==> config.mk <==
export PLATFORM = sky130hd
export DESIGN_NAME = bsg_strobe_multi
export DESIGN_NICKNAME = d
export VERILOG_FILES = /design/src/rtl/bsg_strobe_multi.sv
export SDC_FILE = /design/constraint.sdc
export NUM_CORES = 1
export LEC_CHECK = 0
export CORE_AREA = 2 2 100 102
export CTS_CLUSTER_DIAMETER = 200
export DETAILED_ROUTE_END_ITERATION = 10
export DIE_AREA = 0 0 102 104
export PLACE_DENSITY = 0.79
export SLEW_MARGIN = 20
export SYNTH_ARGS = -nofsm -noshare
export SYNTH_HDL_FRONTEND = slang
export SYNTH_SLANG_ARGS = --single-unit
==> constraint.sdc <==
create_clock -name clk_i -period 2.4 [get_ports clk_i]
set_input_delay 0.48 -clock clk_i [delete_from_list [all_inputs] [get_ports clk_i]]
set_output_delay 0.48 -clock clk_i [all_outputs]
set_load 0.01 [all_outputs]
==> src/rtl/bsg_strobe_multi.sv <==
// bsg_strobe_multi
//
// Multi-channel programmable strobe generator. Every channel counts down
// from a programmable phase, emits a one-cycle registered pulse when the
// count reaches zero, and reloads its period so that the pulse repeats
// every period+1 enabled cycles. A one-shot channel disarms itself after
// its pulse and is re-armed by the global sync pulse, which also restarts
// every configured channel from its phase.
//
// Ports:
//   clk_i          clock, all state updates on posedge
//   reset_n_i      asynchronous active-low reset, clears all state
//   cfg_v_i        config write valid (single cycle)
//   cfg_chan_i     channel targeted by the config write
//   cfg_period_i   period P, strobe interval is P+1 enabled cycles
//   cfg_phase_i    initial countdown value (first strobe after phase+1)
//   cfg_oneshot_i  1 = one-shot, 0 = periodic
//   en_i           per-channel count enable (level)
//   sync_i         global realign pulse
//   strobe_r_o     registered strobe per channel
//   armed_r_o      registered armed flag per channel
//
// Config interface: cfg_v_i qualifies cfg_chan_i/cfg_period_i/cfg_phase_i/
// cfg_oneshot_i for exactly the cycle it is high. There is no ready: every
// valid write is consumed on the next posedge. A write whose channel index
// does not name an existing channel matches no channel and is dropped.

module bsg_strobe_multi #(
  parameter int width_p    = 8,
  parameter int channels_p = 4,
  localparam int chan_id_width_lp = (channels_p > 1) ? $clog2(channels_p) : 1
) (
  input  logic                        clk_i,
  input  logic                        reset_n_i,
  input  logic                        cfg_v_i,
  input  logic [chan_id_width_lp-1:0] cfg_chan_i,
  input  logic [width_p-1:0]          cfg_period_i,
  input  logic [width_p-1:0]          cfg_phase_i,
  input  logic                        cfg_oneshot_i,
  input  logic [channels_p-1:0]       en_i,
  input  logic                        sync_i,
  output logic [channels_p-1:0]       strobe_r_o,
  output logic [channels_p-1:0]       armed_r_o
);

  // Per-channel registered state
  logic [width_p-1:0]    period_r [channels_p];
  logic [width_p-1:0]    phase_r  [channels_p];
  logic [width_p-1:0]    cnt_r    [channels_p];
  logic [channels_p-1:0] oneshot_r;
  logic [channels_p-1:0] armed_r;
  logic [channels_p-1:0] strobe_r;

  // Next-state values
  logic [width_p-1:0]    period_n [channels_p];
  logic [width_p-1:0]    phase_n  [channels_p];
  logic [width_p-1:0]    cnt_n    [channels_p];
  logic [channels_p-1:0] oneshot_n;
  logic [channels_p-1:0] armed_n;
  logic [channels_p-1:0] strobe_n;

  // One-hot decode of the config target. An out-of-range index (possible
  // when channels_p is not a power of two) produces no hit at all.
  logic [channels_p-1:0] cfg_hit;

  always_comb begin
    cfg_hit = '0;
    for (int c = 0; c < channels_p; c++) begin
      cfg_hit[c] = cfg_v_i && (int'(cfg_chan_i) == c);
    end
  end

  // Per-channel update, priority: config > sync > count > hold.
  always_comb begin
    oneshot_n = oneshot_r;
    armed_n   = armed_r;
    strobe_n  = '0;
    for (int c = 0; c < channels_p; c++) begin
      period_n[c] = period_r[c];
      phase_n[c]  = phase_r[c];
      cnt_n[c]    = cnt_r[c];

      if (cfg_hit[c]) begin
        // Config wins over sync and ignores this cycle's enable.
        period_n[c]  = cfg_period_i;
        phase_n[c]   = cfg_phase_i;
        cnt_n[c]     = cfg_phase_i;
        oneshot_n[c] = cfg_oneshot_i;
        armed_n[c]   = 1'b1;
      end else if (sync_i && (armed_r[c] || oneshot_r[c])) begin
        // Restart from the phase. A spent one-shot still has oneshot_r set,
        // which is what lets sync re-arm it; never-configured channels have
        // both flags clear and are left alone.
        cnt_n[c]   = phase_r[c];
        armed_n[c] = 1'b1;
      end else if (armed_r[c] && en_i[c]) begin
        if (cnt_r[c] == '0) begin
          // Reload at zero, so the decrement below can never wrap.
          strobe_n[c] = 1'b1;
          cnt_n[c]    = period_r[c];
          if (oneshot_r[c]) begin
            armed_n[c] = 1'b0;
          end
        end else begin
          cnt_n[c] = cnt_r[c] - width_p'(1);
        end
      end
      // Otherwise disarmed or disabled: the count freezes, strobe stays low.
    end
  end

  always_ff @(posedge clk_i or negedge reset_n_i) begin
    if (!reset_n_i) begin
      oneshot_r <= '0;
      armed_r   <= '0;
      strobe_r  <= '0;
      for (int c = 0; c < channels_p; c++) begin
        period_r[c] <= '0;
        phase_r[c]  <= '0;
        cnt_r[c]    <= '0;
      end
    end else begin
      oneshot_r <= oneshot_n;
      armed_r   <= armed_n;
      strobe_r  <= strobe_n;
      for (int c = 0; c < channels_p; c++) begin
        period_r[c] <= period_n[c];
        phase_r[c]  <= phase_n[c];
        cnt_r[c]    <= cnt_n[c];
      end
    end
  end

  // Outputs come straight from flops.
  assign strobe_r_o = strobe_r;
  assign armed_r_o  = armed_r;

endmodule
==> metrics.txt <==
run status=finished clean; Gate Count Post-Synth=635; Max-Cap Viols=0; # setup viols final=0; switching pwr=1.44 mW; ranking of synthesized cells by area=dfrtp_1 (50%), nand2_1 (16%), nor2_1 (3.7%); TritonCTS Sinks=108; cell row count=36; area delta synth->final=13.3%; initial antenna violation count=0; Post-synth EDFFs=0; list of most frequent post-synthesis cells=nand2_1 (230), dfrtp_1 (108), nor2_1 (53); delay of the slowest critical-path stage=0.58 ns; Hold Fails Final Rpt=0; Detailed Place HPWL=9.54 mm; Lkg Pwr=2.87 nW; gr usage total=0.276; drt pass-1 iters=5; CTS resizes=0; Critical Path AT=2.46 ns; Antenna Nets Post-Route=0; initial core utilization=0.565; ys async rst share=1.00; CTS Buf Count=9; post-DR wirelength/cell=16.9 microns; first-pass GRT wire length=23.0 mm; Reg clk slew, reported paths=0.11 ns; area leader, netlist=dfrtp_1; WL final=13.7 mm; Seq/Total Area, Yosys=0.501; Synth Warn #=0; total number of vias=4,740; Fin Clk Skew=0.0136 ns; final core occ=0.640; Crit path max-delay family=simple AND/OR/NAND/NOR gates; fillers=835; area of the multi-input gates=0.00256 sq mm; clk buf depth=2; CTS tree=yes; Main synth FF type=dfrtp_1; Chip Height=104 microns; Distinct cells, synth=46; endpoint class of the critical path=register; synthesized net count=670; Comb pwr share=0.220; CP Cell Sequence=or4_4, or3b_1, nor2_1, a21oi_1, a31o_1; VDD IR max=0.342 mV; WP buf/inv=0; internal power=2.98 mW; crit-path max FO=14; Die Span X=102 microns; total negative slack=0 ns; worst-margin pin slew=0.686 ns; final total power=4.41 mW; switch share=0.326; fin crit period=2.18 ns; DR iter-0 viols=215; Port Buffers=34; final worst slack=0.219 ns; WP data required=2.68 ns; layout cells sized above 1=0.0619; worst rel slew slack=0.538; CP max stage cell=or3b_1; grt ovf=0; DRC=0; Root Buffer=clkbuf_8; WS Path Type=register to register; Power Density=722 mW/mm^2; Placeable Area=0.00955 sq mm; Sequential Area=0.00270 sq mm; GPL Wtd Cong=0.898; Max Clock Freq=458 MHz; die area=0.0106 sq mm; largest net degree at the start of global routing=109; sequential group share of total power=0.542; hold crit path type=input port to async pin; count of hold buffers inserted by post-cts repair=0; RSZ-0062 raised after global routing=no; Via density=5.84; part of the cycle the worst path needs=0.909; syn_area_per_cell=8.49 sq um; pre-CTS setup slack=-0.00224 ns; startpoint type of the worst setup path=register; ANT cells=0; Synth Register Bits=108; H-tree levels=3; top-count cell post-synth=nand2_1; Slew Limit Fails=0; Mapped Area=0.00539 sq mm; clock share of power=0.238; Ports=35; Synth top area share=0.501; NumNets Final=709; vias in the first global route=4,679; Worst-Skew Late Latency=0.38 ns; post-CTS setup buffers=0
==> placed cells by master (no fill, tap or decap), drive strengths merged, types with 6 or more instances in the layout <==
master         instances
nand2                230
dfrtp                108
nor2                  54
o21ai                 46
clkdlybuf4s50         33
a21oi                 18
buf                   17
o22a                  15
nor3                  14
a31oi                 14
clkbuf                11
inv                   11
xnor2                 10
o211ai                 8
ha                     8
and3                   6
a211oi                 6
nor3b                  6
==> stage by stage <==
stage / cell area [sq um] / std cells / hold WS, ns
6_report: 6110 / 812 / 0.140
5_1_grt: 6110 / 812 / 0.201
4_1_cts: 6110 / 812 / 0.199
3_5_place_dp: 5930 / 796 / 0.450
3_3_place_gp: 5930 / 796 / 0.446
2_1_floorplan: 5390 / 635 / 0.184
==> sequential cells by signal, indices dropped and copies added (netlist names) <==
name / count
oneshot_r: 4
armed_r_o: 4
period_r: 32
phase_r: 32
cnt_r: 32
strobe_r_o: 4
==> power groups by stage <==
stage / combinational, mW / clock, mW / sequential [mW]
finish: 0.970 / 1.05 / 2.39
global route: 1.10 / 1.14 / 2.43
floorplan: 0.694 / 0 / 2.34
global placement: 0.923 / 0 / 2.41
detailed placement: 0.965 / 0 / 2.42
CTS: 0.971 / 1.06 / 2.39
==> layer usage <==
layer,vias to the layer above,wire length [microns],global-route usage,part of all wire
met5,-,0,0,0
met4,0,508,0.132,0.037
met3,40,824,0.0524,0.060
met2,157,6310,0.414,0.46
met1,2303,6070,0.386,0.44
li1,2240,-,-,-
==> worst reg2reg max path: cells and delay by family, from the launching register on <==
kind               cells  cell delay, ns
AOI/OAI and AO/OA      2            0.30
DFF                    1            0.46
and+or+nand+nor        3            1.34
==> final timing paths <==
kind,slack [ns],depth (start not counted),endpoint,startpoint
setup / recovery,0.22,5,cnt_r[5],cnt_r[2]
hold / removal,0.14,2,period_r[3],reset_n_i
setup reg to reg,0.22,5,cnt_r[5],cnt_r[2]
hold reg to reg,0.47,2,phase_r[24],phase_r[24]
max in group asynchronous,1.78,2,cnt_r[17],reset_n_i
min in group clk_i,0.47,2,phase_r[24],phase_r[24]
==> logic make-up after synthesis <==
kind of cell | synth area share
flops | 0.501
fa+ha+maj | 0.0186
compound gates | 0.153
xor+xnor | 0.0244
simple gates | 0.266
buf+inv | 0.0248
mux | 0.0121
==> final cells by class <==
type | count | area share
repair buffers | 50 | 0.0770
flip-flops and latches | 108 | 0.442
clock buffers | 11 | 0.0231
well taps | 133 | 0.0272
clock inverters | 5 | 0.00573
multi-input cells | 496 | 0.419
inverters | 9 | 0.00553
No activity file was read; power rests on OpenSTA's default activity.
==> edit: new RTL, same flow settings <==
Register the output `armed_r_o` once more; this adds one clock of latency there. The other outputs are not delayed to match. Comments in the files are not updated.
--- a/src/rtl/bsg_strobe_multi.sv
+++ b/src/rtl/bsg_strobe_multi.sv
@@ -133,6 +133,8 @@
 
   // Outputs come straight from flops.
   assign strobe_r_o = strobe_r;
-  assign armed_r_o  = armed_r;
+  always_ff @(posedge clk_i) begin
+    armed_r_o <= armed_r;
+  end
 
 endmodule
Function: changed (Yosys sat finds a counterexample within 4 cycles, from zero or initial values and one cycle with reset_n_i low).
==> edit against the unedited design <==
  * Routed wire length up 5.3%
  * Total power is 9.3% higher
  * Worst setup slack improved by 0.012 ns
  * Sequential power grew 3%
  * Sequential cell count up 4
  * Final area increased by 3.5%
  * Area after synthesis up 1.9%
  * Clock skew fell by 0.0013 ns
  * First-iteration DRC count rose by 67%
  * Critical endpoint is now cnt_r[4]$_DFFE_PN0P_
  * Largest power group unchanged
  * Highest routed layer unchanged
==> edit: results <==
set metrics [dict create \
    num_vias 4894 \
    dp.cells 811 \
    tns_ns 0 \
    avgRoutedWirePerCell_um 17.5 \
    cp_max_fo 6 \
    drtIter0Drc 359 \
    grt_pass1_wl_um 23900 \
    critical_path.slowest_cell "or3b_2" \
    slowest_delay_ns 0.51 \
    fillers 830 \
    antenna_found_initial 0 \
    ir_worst_vdd_mv 0.451 \
    grtUsageTotal_pct 29.0 \
    synth_nets 680 \
    synth.avg_cell_area_um2 8.52 \
    dpl_cell_area_um2 6080 \
    seq_area_frac_synth_pct 50.6 \
    grt_pass1_vias 4830 \
    first_pass_iters 7 \
    ys_types 51 \
    gp_congestion 0.912 \
    slew_headroom_pct 54.1 \
    drive_above_1_share_pct 7.22 \
    synth_commonest_cells "nand2_1 (231), dfrtp_1 (108), nor2_1 (49), o21ai_0 (48), a21oi_1 (21)" \
    status "finished, final reports clean" \
    dp_hpwl_um 10200 \
    clock_skew_ns 0.0123 \
    synth.top_cells.by_area "dfrtp_1 (49%), nand2_1 (16%), o21ai_0 (4.4%)" \
    cts.htree.levels 3 \
    yosys_warnings 0 \
    leakage_nw 2.94 \
    async_flop_share_pct 96.4 \
    grt_max_degree 52 \
    cts_buffer_depth 2 \
    nets 724 \
    insertion_delay_ns 0.38 \
    avgViaCountPerCell 5.92 \
]
edit: cell count changes after synthesis, moves of 3 or more:
cell	delta
a21oi_1	+3
and3_1	-3
dfxtp_1	+4
nor2_1	-4
nor3_1	+3
o21ai_0	+12
o21ai_1	-6
o22a_1	+5
edit: cells by family after synthesis:
kind of cell | share of synthesized area [%]
AOI/OAI and AO/OA | 16.2
xor gates and xnor gates | 2.39
buffers and inverters | 2.28
muxes | 0.797
DFF | 50.6
and+or+nand+nor | 25.9
adders and majority gates | 1.82
edit: path summary, 6_finish.rpt:
path                       slack (ns)                    start  cells past startpoint                        to
max                              0.23     cnt_r[0]$_DFFE_PN0P_                      7      cnt_r[4]$_DFFE_PN0P_
min in group clk_i               0.47  phase_r[24]$_DFFE_PN0P_                      2   phase_r[24]$_DFFE_PN0P_
max reg2reg                      0.23     cnt_r[0]$_DFFE_PN0P_                      7      cnt_r[4]$_DFFE_PN0P_
min                              0.04                reset_n_i                      1   phase_r[30]$_DFFE_PN0P_
max in group asynchronous        1.61                reset_n_i                      2  period_r[28]$_DFFE_PN0P_
min reg2reg                      0.47  phase_r[24]$_DFFE_PN0P_                      2   phase_r[24]$_DFFE_PN0P_
edit: area by class of cell:
type	count	area (um^2)	share of cell area, %
flip-flops and latches	112	2780	44.0
multi-input cells	502	2590	41.0
repair buffers	55	508	8.03
well taps	133	166	2.63
clock buffers	10	138	2.18
clock inverters	5	104	1.64
inverters	9	33.8	0.534
edit: stage by stage:
stage / setup slack [ns] / total power (W)
2_1_floorplan: 0.439 / 0.00311
3_3_place_gp: 0.172 / 0.00343
3_5_place_dp: 0.105 / 0.00348
4_1_cts: 0.245 / 0.00483
5_1_grt: 0.0798 / 0.00508
6_report: 0.231 / 0.00482
edit: worst max-delay path: cells and delay by family (launching register included):
family	cells	cell delay, ns
buffers and inverters	1	0.13
adders and majority gates	1	0.23
DFF	1	0.46
AOI/OAI and AO/OA	3	0.68
and+or+nand+nor	2	0.57
edit: power by group:
group / total (W) / switching, W / leakage (nW) / internal, W
Combinational: 0.00100 / 0.000544 / 1.47 / 0.000458
Clock: 0.00136 / 0.000639 / 0.123 / 0.000719
Sequential: 0.00246 / 0.000281 / 1.35 / 0.00218
edit: metal layers:
| metal | up-vias | global-route usage (%) | share of wire (%) |
|---|---|---|---|
| li1 | 2285 | - | - |
| met1 | 2391 | 40.0 | 43 |
| met2 | 181 | 44.8 | 48 |
| met3 | 37 | 4.91 | 6.0 |
| met4 | 0 | 13.0 | 3.7 |
| met5 | - | 0 | 0 |
